### src/rtl/reg_file_wb_arbiter.sv
// Writeback arbiter for the register-file write port with a pending-write scoreboard.
// Define REG_WB_RR_ARB_EN for round-robin arbitration; otherwise lowest index wins.
module reg_file_wb_arbiter #(
  parameter int unsigned NUM_REQ    = 3,
  parameter int unsigned ADDR_WIDTH = 5,
  parameter int unsigned DATA_WIDTH = 32
) (
  input  logic                          clk,
  input  logic                          reset,
  input  logic                          sync_reset,
  input  logic [NUM_REQ-1:0]            req_valid,
  input  logic [NUM_REQ*ADDR_WIDTH-1:0] req_addr,
  input  logic [NUM_REQ*DATA_WIDTH-1:0] req_data,
  output logic [NUM_REQ-1:0]            req_ready,
  input  logic                          issue_valid,
  input  logic [ADDR_WIDTH-1:0]         issue_rd,
  output logic                          issue_stall,
  input  logic [ADDR_WIDTH-1:0]         rs1_addr,
  input  logic [ADDR_WIDTH-1:0]         rs2_addr,
  output logic                          rs1_hazard,
  output logic                          rs2_hazard,
  output logic                          wr_en_out,
  output logic [ADDR_WIDTH-1:0]         wr_addr_out,
  output logic [DATA_WIDTH-1:0]         wr_data_out
);

  localparam int unsigned NumRegs = 2 ** ADDR_WIDTH;
  localparam int unsigned IdxW    = (NUM_REQ > 1) ? $clog2(NUM_REQ) : 1;

  logic [NUM_REQ-1:0]    grant;
  logic [IdxW-1:0]       grant_idx;
  logic                  grant_any;
  logic [ADDR_WIDTH-1:0] sel_addr;
  logic [DATA_WIDTH-1:0] sel_data;
  logic                  commit;

  logic                  wr_en_q, wr_en_d;
  logic [ADDR_WIDTH-1:0] wr_addr_q, wr_addr_d;
  logic [DATA_WIDTH-1:0] wr_data_q, wr_data_d;
  logic [NumRegs-1:0]    pending_q, pending_d;

  // Arbitration

`ifdef REG_WB_RR_ARB_EN
  logic [IdxW-1:0] rr_ptr_q, rr_ptr_d;
  logic [IdxW-1:0] rr_cand;

  // Search starts one past the last granted index and wraps at NUM_REQ.
  always_comb begin
    grant     = '0;
    grant_idx = '0;
    grant_any = 1'b0;
    rr_cand   = rr_ptr_q;
    for (int unsigned k = 0; k < NUM_REQ; k++) begin
      rr_cand = (rr_cand == IdxW'(NUM_REQ - 1)) ? IdxW'(0) : rr_cand + IdxW'(1);
      if (!grant_any && req_valid[rr_cand]) begin
        grant_any        = 1'b1;
        grant_idx        = rr_cand;
        grant[rr_cand]   = 1'b1;
      end
    end
  end

  always_comb begin
    rr_ptr_d = rr_ptr_q;
    if (sync_reset) begin
      rr_ptr_d = IdxW'(NUM_REQ - 1);
    end else if (grant_any) begin
      rr_ptr_d = grant_idx;
    end
  end

  always_ff @(posedge clk or posedge reset) begin
    if (reset) begin
      rr_ptr_q <= IdxW'(NUM_REQ - 1);
    end else begin
      rr_ptr_q <= rr_ptr_d;
    end
  end
`else
  always_comb begin
    grant     = '0;
    grant_idx = '0;
    grant_any = 1'b0;
    for (int unsigned i = 0; i < NUM_REQ; i++) begin
      if (!grant_any && req_valid[i]) begin
        grant_any = 1'b1;
        grant_idx = IdxW'(i);
        grant[i]  = 1'b1;
      end
    end
  end
`endif

  assign req_ready = grant;

  always_comb begin
    sel_addr = '0;
    sel_data = '0;
    for (int unsigned i = 0; i < NUM_REQ; i++) begin
      if (grant[i]) begin
        sel_addr = req_addr[i*ADDR_WIDTH +: ADDR_WIDTH];
        sel_data = req_data[i*DATA_WIDTH +: DATA_WIDTH];
      end
    end
  end

  // Writes to register 0 are consumed without reaching the register file.
  assign commit = grant_any && (sel_addr != '0);

  // Write stage

  always_comb begin
    wr_en_d   = commit;
    wr_addr_d = wr_addr_q;
    wr_data_d = wr_data_q;
    if (commit) begin
      wr_addr_d = sel_addr;
      wr_data_d = sel_data;
    end
    if (sync_reset) begin
      wr_en_d   = 1'b0;
      wr_addr_d = '0;
      wr_data_d = '0;
    end
  end

  always_ff @(posedge clk or posedge reset) begin
    if (reset) begin
      wr_en_q   <= 1'b0;
      wr_addr_q <= '0;
      wr_data_q <= '0;
    end else begin
      wr_en_q   <= wr_en_d;
      wr_addr_q <= wr_addr_d;
      wr_data_q <= wr_data_d;
    end
  end

  assign wr_en_out   = wr_en_q;
  assign wr_addr_out = wr_addr_q;
  assign wr_data_out = wr_data_q;

  // Pending-write scoreboard

  assign issue_stall = pending_q[issue_rd];
  assign rs1_hazard  = pending_q[rs1_addr];
  assign rs2_hazard  = pending_q[rs2_addr];

  // Clear before set so a same-cycle issue to the committing register keeps it pending.
  always_comb begin
    pending_d = pending_q;
    if (wr_en_q) begin
      pending_d[wr_addr_q] = 1'b0;
    end
    if (issue_valid && !issue_stall && (issue_rd != '0)) begin
      pending_d[issue_rd] = 1'b1;
    end
    pending_d[0] = 1'b0;
    if (sync_reset) begin
      pending_d = '0;
    end
  end

  always_ff @(posedge clk or posedge reset) begin
    if (reset) begin
      pending_q <= '0;
    end else begin
      pending_q <= pending_d;
    end
  end

`ifndef SYNTHESIS
  // Requester protocol and internal invariants
  a_grant_onehot: assert property (@(posedge clk) disable iff (reset)
    $onehot0(req_ready));

  a_grant_needs_valid: assert property (@(posedge clk) disable iff (reset)
    (req_ready & ~req_valid) == '0);

  a_reg0_never_pending: assert property (@(posedge clk) disable iff (reset)
    !pending_q[0]);

  for (genvar g = 0; g < NUM_REQ; g++) begin : g_req_chk
    a_hold_until_grant: assert property (@(posedge clk) disable iff (reset || sync_reset)
      (req_valid[g] && !req_ready[g]) |=>
        (req_valid[g] &&
         $stable(req_addr[g*ADDR_WIDTH +: ADDR_WIDTH]) &&
         $stable(req_data[g*DATA_WIDTH +: DATA_WIDTH])));
  end
`endif

endmodule

### config.mk
export PLATFORM = sky130hd
export DESIGN_NAME = reg_file_wb_arbiter
export DESIGN_NICKNAME = d
export VERILOG_FILES = /design/src/rtl/reg_file_wb_arbiter.sv
export SDC_FILE = /design/constraint.sdc
export NUM_CORES = 1
export LEC_CHECK = 0
export CAP_MARGIN = 20
export CORE_UTILIZATION = 41
export DETAILED_ROUTE_END_ITERATION = 8
export HOLD_SLACK_MARGIN = 0.1
export PLACE_DENSITY = 0.84
export SYNTH_ARGS = -nofsm -noshare
export SYNTH_HDL_FRONTEND = slang
export SYNTH_SLANG_ARGS = --single-unit
### constraint.sdc
create_clock -name clk -period 2.3 [get_ports clk]
set_clock_uncertainty 0.05 [all_clocks]
set_input_delay 0.46 -clock clk [delete_from_list [all_inputs] [get_ports clk]]
set_output_delay 0.46 -clock clk [all_outputs]
set_load 0.02 [all_outputs]
# Yosys cells after proc, flatten, opt, wreduce, memory -nomap -nowiden
# Cells that the tools add are included.
[totals]
output_inout_bits = 44
elab_cells = 55
inputBits = 133
reg_bits = 70
[op_classes]
n_mux = 29
bitwise_logic = 3
n_lt_le_gt_ge = 6
reduce_logical = 13
[op_table]
columns = ["operator", "n"]
rows = [
  ["$mux 32", 8],
  ["$and 32x32->32", 1],
  ["$not 32->32", 1],
  ["$or 32x32->32", 1],
  ["$mux 5", 5],
  ["$lt 5x6->1 const B", 4],
  ["$bmux 1 s5", 3],
  ["$mux 1", 11],
  ["$demux 1 s5", 2],
  ["$ge 5x1->1 const B", 2],
  ["$reduce_bool 5->1", 2],
  ["$logic_and 1x1->1", 7],
  ["$logic_not 1->1", 3],
  ["$reduce_bool 2->1", 1],
]

# Logic depth before layout (Yosys ltp)
[depth]
depth_word = 12
ltp_mapped = 8
ltp_nobuf = 5

# Least setup slack after synthesis
# No wires, ideal clock.
[synth_path]
kind = "input to output"
start = "input port rs1_addr[0]"
end = "output port rs1_hazard"
t_arrival_ns = 1.979
stages = 4
path_slack_ns = -0.189
n_path_buf = 1
t_required_ns = 1.790
cell_sequence = "buf_2 mux4_2 mux4_2 mux2_2"
[synth_via]
elab_chain_cells = 2
[synth_lines]
columns = ["element", "line", "rtl"]
rows = [
  ["start: declaration", "18", "input logic [ADDR_WIDTH-1:0] rs1_addr,"],
  ["$bmux 1 s5", "147", "assign rs1_hazard = pending_q[rs1_addr];"],
  ["$mux 1 (not written as such)", "147", ""],
  ["end: declaration", "20", "output logic rs1_hazard,"],
]
# Every way passes these cells. The select of a mux whose other input is x is not followed.

# Final worst setup path
[layout_path]
start = "register pending_q[19]"
end = "output port rs1_hazard"
[layout_via]
elab_chain_cells = 2
[layout_lines]
columns = ["element", "line", "rtl"]
rows = [
  ["start: declaration", "40", "logic [NumRegs-1:0] pending_q, pending_d;"],
  ["start signal: assignment", "169", "pending_q <= pending_d;"],
  ["$bmux 1 s5", "147", ""],
  ["$mux 1 (not written as such)", "147", ""],
]
# Every way passes these cells. The select of a mux whose other input is x is not followed.

==> impl_metrics.toml <==
[pwr]
p_leak_nw = 3.28
powerDensity_nw_per_um2 = 456
peakVddDrop_uv = 425

[run_status]
status = "finished with violations"
failed_checks = "design-rule violations, negative setup slack"

[timing]
min_period_ns = 2.64
hold_violations = 0
worst_slack_ns = -0.336
fin_crit_sh_pct = 115
setup_viol = 3
tightest_slew_ns = 0.636
maxSlewViolCount = 0
slew_headroom_pct = 57.6
grt_setup_unrepaired = "yes"
fmax_mhz = 379

[cells_and_area]
n_fill_cell = 906
nets = 868
drive_gt1_share_pct = 19.9
finalCoreUtilization_pct = 66.4
final_cell_mix = "clkdlybuf4s50_1, a21oi_1, buf_4"
final_common_cell = "clkdlybuf4s50_1"
synthToLayoutAreaGrowth_pct = 56.6
finalNonFillerCells = 884

[worst_setup_path]
r2r_cells = 7
slowest_delay_ns = 0.49
crit_family = "multiplexers"
reg2reg_to = "pending_q[1]"
crit_path_cell_trace = "mux4_2 -> mux4_2 -> mux2_4 -> buf_6"
cp.buffers_inverters = 1
crit_arrival_ns = 2.13
critPathRequiredTime_ns = 1.79
cp_slowest_cell = "mux4_2"
crit_top_cell = "mux4_2"
worstPathMaxFanout = 3
startpoint_type = "register"
reg2reg_slack_ns = 0.19
cp-end-kind = "primary output"
r2r_start = "pending_q[19]"
critical_path_class = "register to primary output"

[synth]
netlist_instances = 521
yosys.cell_types.count = 45
ys_seq_area_share_pct = 35.4
ys_seq_elements = 69
synth_ff_type = "dfrtp_1"
synth_area_um2 = 4880
synth_warnings = 0
syn_avg_cell_area_um2 = 9.36
synth_edf_count = 0
syn_nets = 654
ys_async_sr_fraction_pct = 100

[route]
drt_wl_total_um = 16900
drt-initial-drc-count = 322
vias = 5281
viasPerCell = 5.97
antenna_left = 0
firstDrtPassIters = 6
avgRoutedWirePerCell_um = 19.2
route.detailed.drc = 7

[placed_design]
gp_congestion = 0.941
hpwl_um = 12700
dpl_worst_slack_ns = -1.13
place_inst = 859
io_buffers = 176

[hold_path]
hold_path_class = "primary input to async pin"

[clock_tree]
root_buffer = "clkbuf_16"
cts_buffers = 9
cts_max_path_buffers = 2
cts_tree = "done"
insertion_delay_ns = 0.32
cts_sinks = 69
htree_levels = 3
path_clk_slew_ns = 0.06

[die]
rows = 39
die_area_um2 = 12300
die_h_um = 111
ios = 177
die_w_um = 111
start_util_pct = 42.4
coreArea_um2 = 11500

[global_routing]
grt_pass1_vias = 5267
grt_max_degree = 70
overflow = 0
grt_usage_pct = 27.5
grt_pass1_wl_um = 26900
antenna_found_initial = 1

[run]
drv_cap = 0
==> cell families (layout without fill, tap and decap cells) <==
family	count (synthesis)	count (layout)	synth area share, %
DFF	69	69	35.4
AOI/OAI and AO/OA	200	200	27.9
other	0	1	0
buffers and inverters	66	285	5.75
muxes	33	33	12.7
and+or+nand+nor	153	153	18.3
==> repair_timing <==
item | 4_1_cts | 5_1_grt
cloned | 3 | 0
buffers inserted | 4 | 1
setup endpoints to repair | 3 | 3
resized for setup | 37 | 8
pin swaps | 1 | 1
hold buffers | 0 | 0
==> cell usage after synthesis (3+ instances only) <==
cell,count,share of area (%)
nor2_1,4,0.31
buf_2,17,1.7
a32o_1,6,1.2
nand3b_1,44,6.8
mux4_2,23,11
nand2_1,54,4.2
o21ai_1,11,1.1
nand2b_1,3,0.38
o211ai_1,14,2.2
buf_1,5,0.38
a211oi_1,32,4.9
a41o_1,32,6.6
a21oi_1,81,8.3
clkbuf_1,36,2.8
o21ai_0,7,0.72
nand3_1,18,1.8
dfrtp_1,69,35
or3_1,3,0.38
and3_1,5,0.64
mux2i_1,7,1.4
inv_1,5,0.38
a22o_1,5,0.90
nor3b_1,8,1.2
o31ai_1,6,0.92
==> how the worst max path moves through the flow <==
stage,start,endpoint,cells past startpoint
6_report,pending_q[19],rs1_hazard,4
2_1_floorplan,rs1_addr[0],rs1_hazard,4
4_1_cts,pending_q[27],rs1_hazard,4
3_3_place_gp,rs2_addr[0],rs2_hazard,6
5_1_grt,pending_q[23],rs1_hazard,4
3_5_place_dp,rs1_addr[0],rs1_hazard,6
==> stage by stage <==
stage	power [mW]	setup TNS (ns)	hold WS, ns	area, um2
3_5_place_dp	2.27	-9.19	0.460	7270
6_report	3.49	-0.969	0.472	7640
2_1_floorplan	1.77	-0.0524	0.454	4920
4_1_cts	3.51	-0.992	0.472	7600
5_1_grt	3.64	-1.10	0.494	7640
3_3_place_gp	2.25	-6.66	0.451	7270
==> state kept, by name (all words and copies together) (netlist names) <==
register,flops
wr_addr_out,5
wr_data_out,32
pending_q,31
wr_en_out,1
==> worst register-to-register path: cells and delay by family (launching register included) <==
kind                   cells  cell delay (ns)
AND/OR/NAND/NOR            1             0.17
multiplexers               1             0.45
buffers and inverters      3             0.44
AO/OA/AOI/OAI              2             0.47
flip-flops                 1             0.43
==> power breakdown <==
part	total (mW)	leakage [nW]	internal, mW	switching [mW]
Clock	1.22	0.129	0.722	0.495
Sequential	1.32	0.926	1.27	0.0510
Combinational	0.951	2.23	0.514	0.437
==> layout make-up <==
type / count / area [um2] / share of cell area [%]
Inverter: 6 / 22.5 / 0.295
Sequential cell: 69 / 1730 / 22.6
Multi-Input combinational cell: 386 / 2900 / 38.0
Clock inverter: 5 / 27.5 / 0.360
Tap cell: 143 / 179 / 2.34
Clock buffer: 11 / 233 / 3.05
Antenna cell: 1 / 2.50 / 0.0327
Timing Repair Buffer: 263 / 2550 / 33.3
==> per-layer routing <==
metal | part of all wire (%) | vias to the layer above | routed length [um] | track usage (%)
li1 | - | 2464 | - | -
met1 | 38 | 2521 | 6500 | 32.1
met2 | 51 | 246 | 8590 | 49.0
met3 | 7.9 | 50 | 1340 | 6.23
met4 | 3.0 | 0 | 502 | 10.5
met5 | 0 | - | 0 | 0
Power figures use the tool's default switching activity.
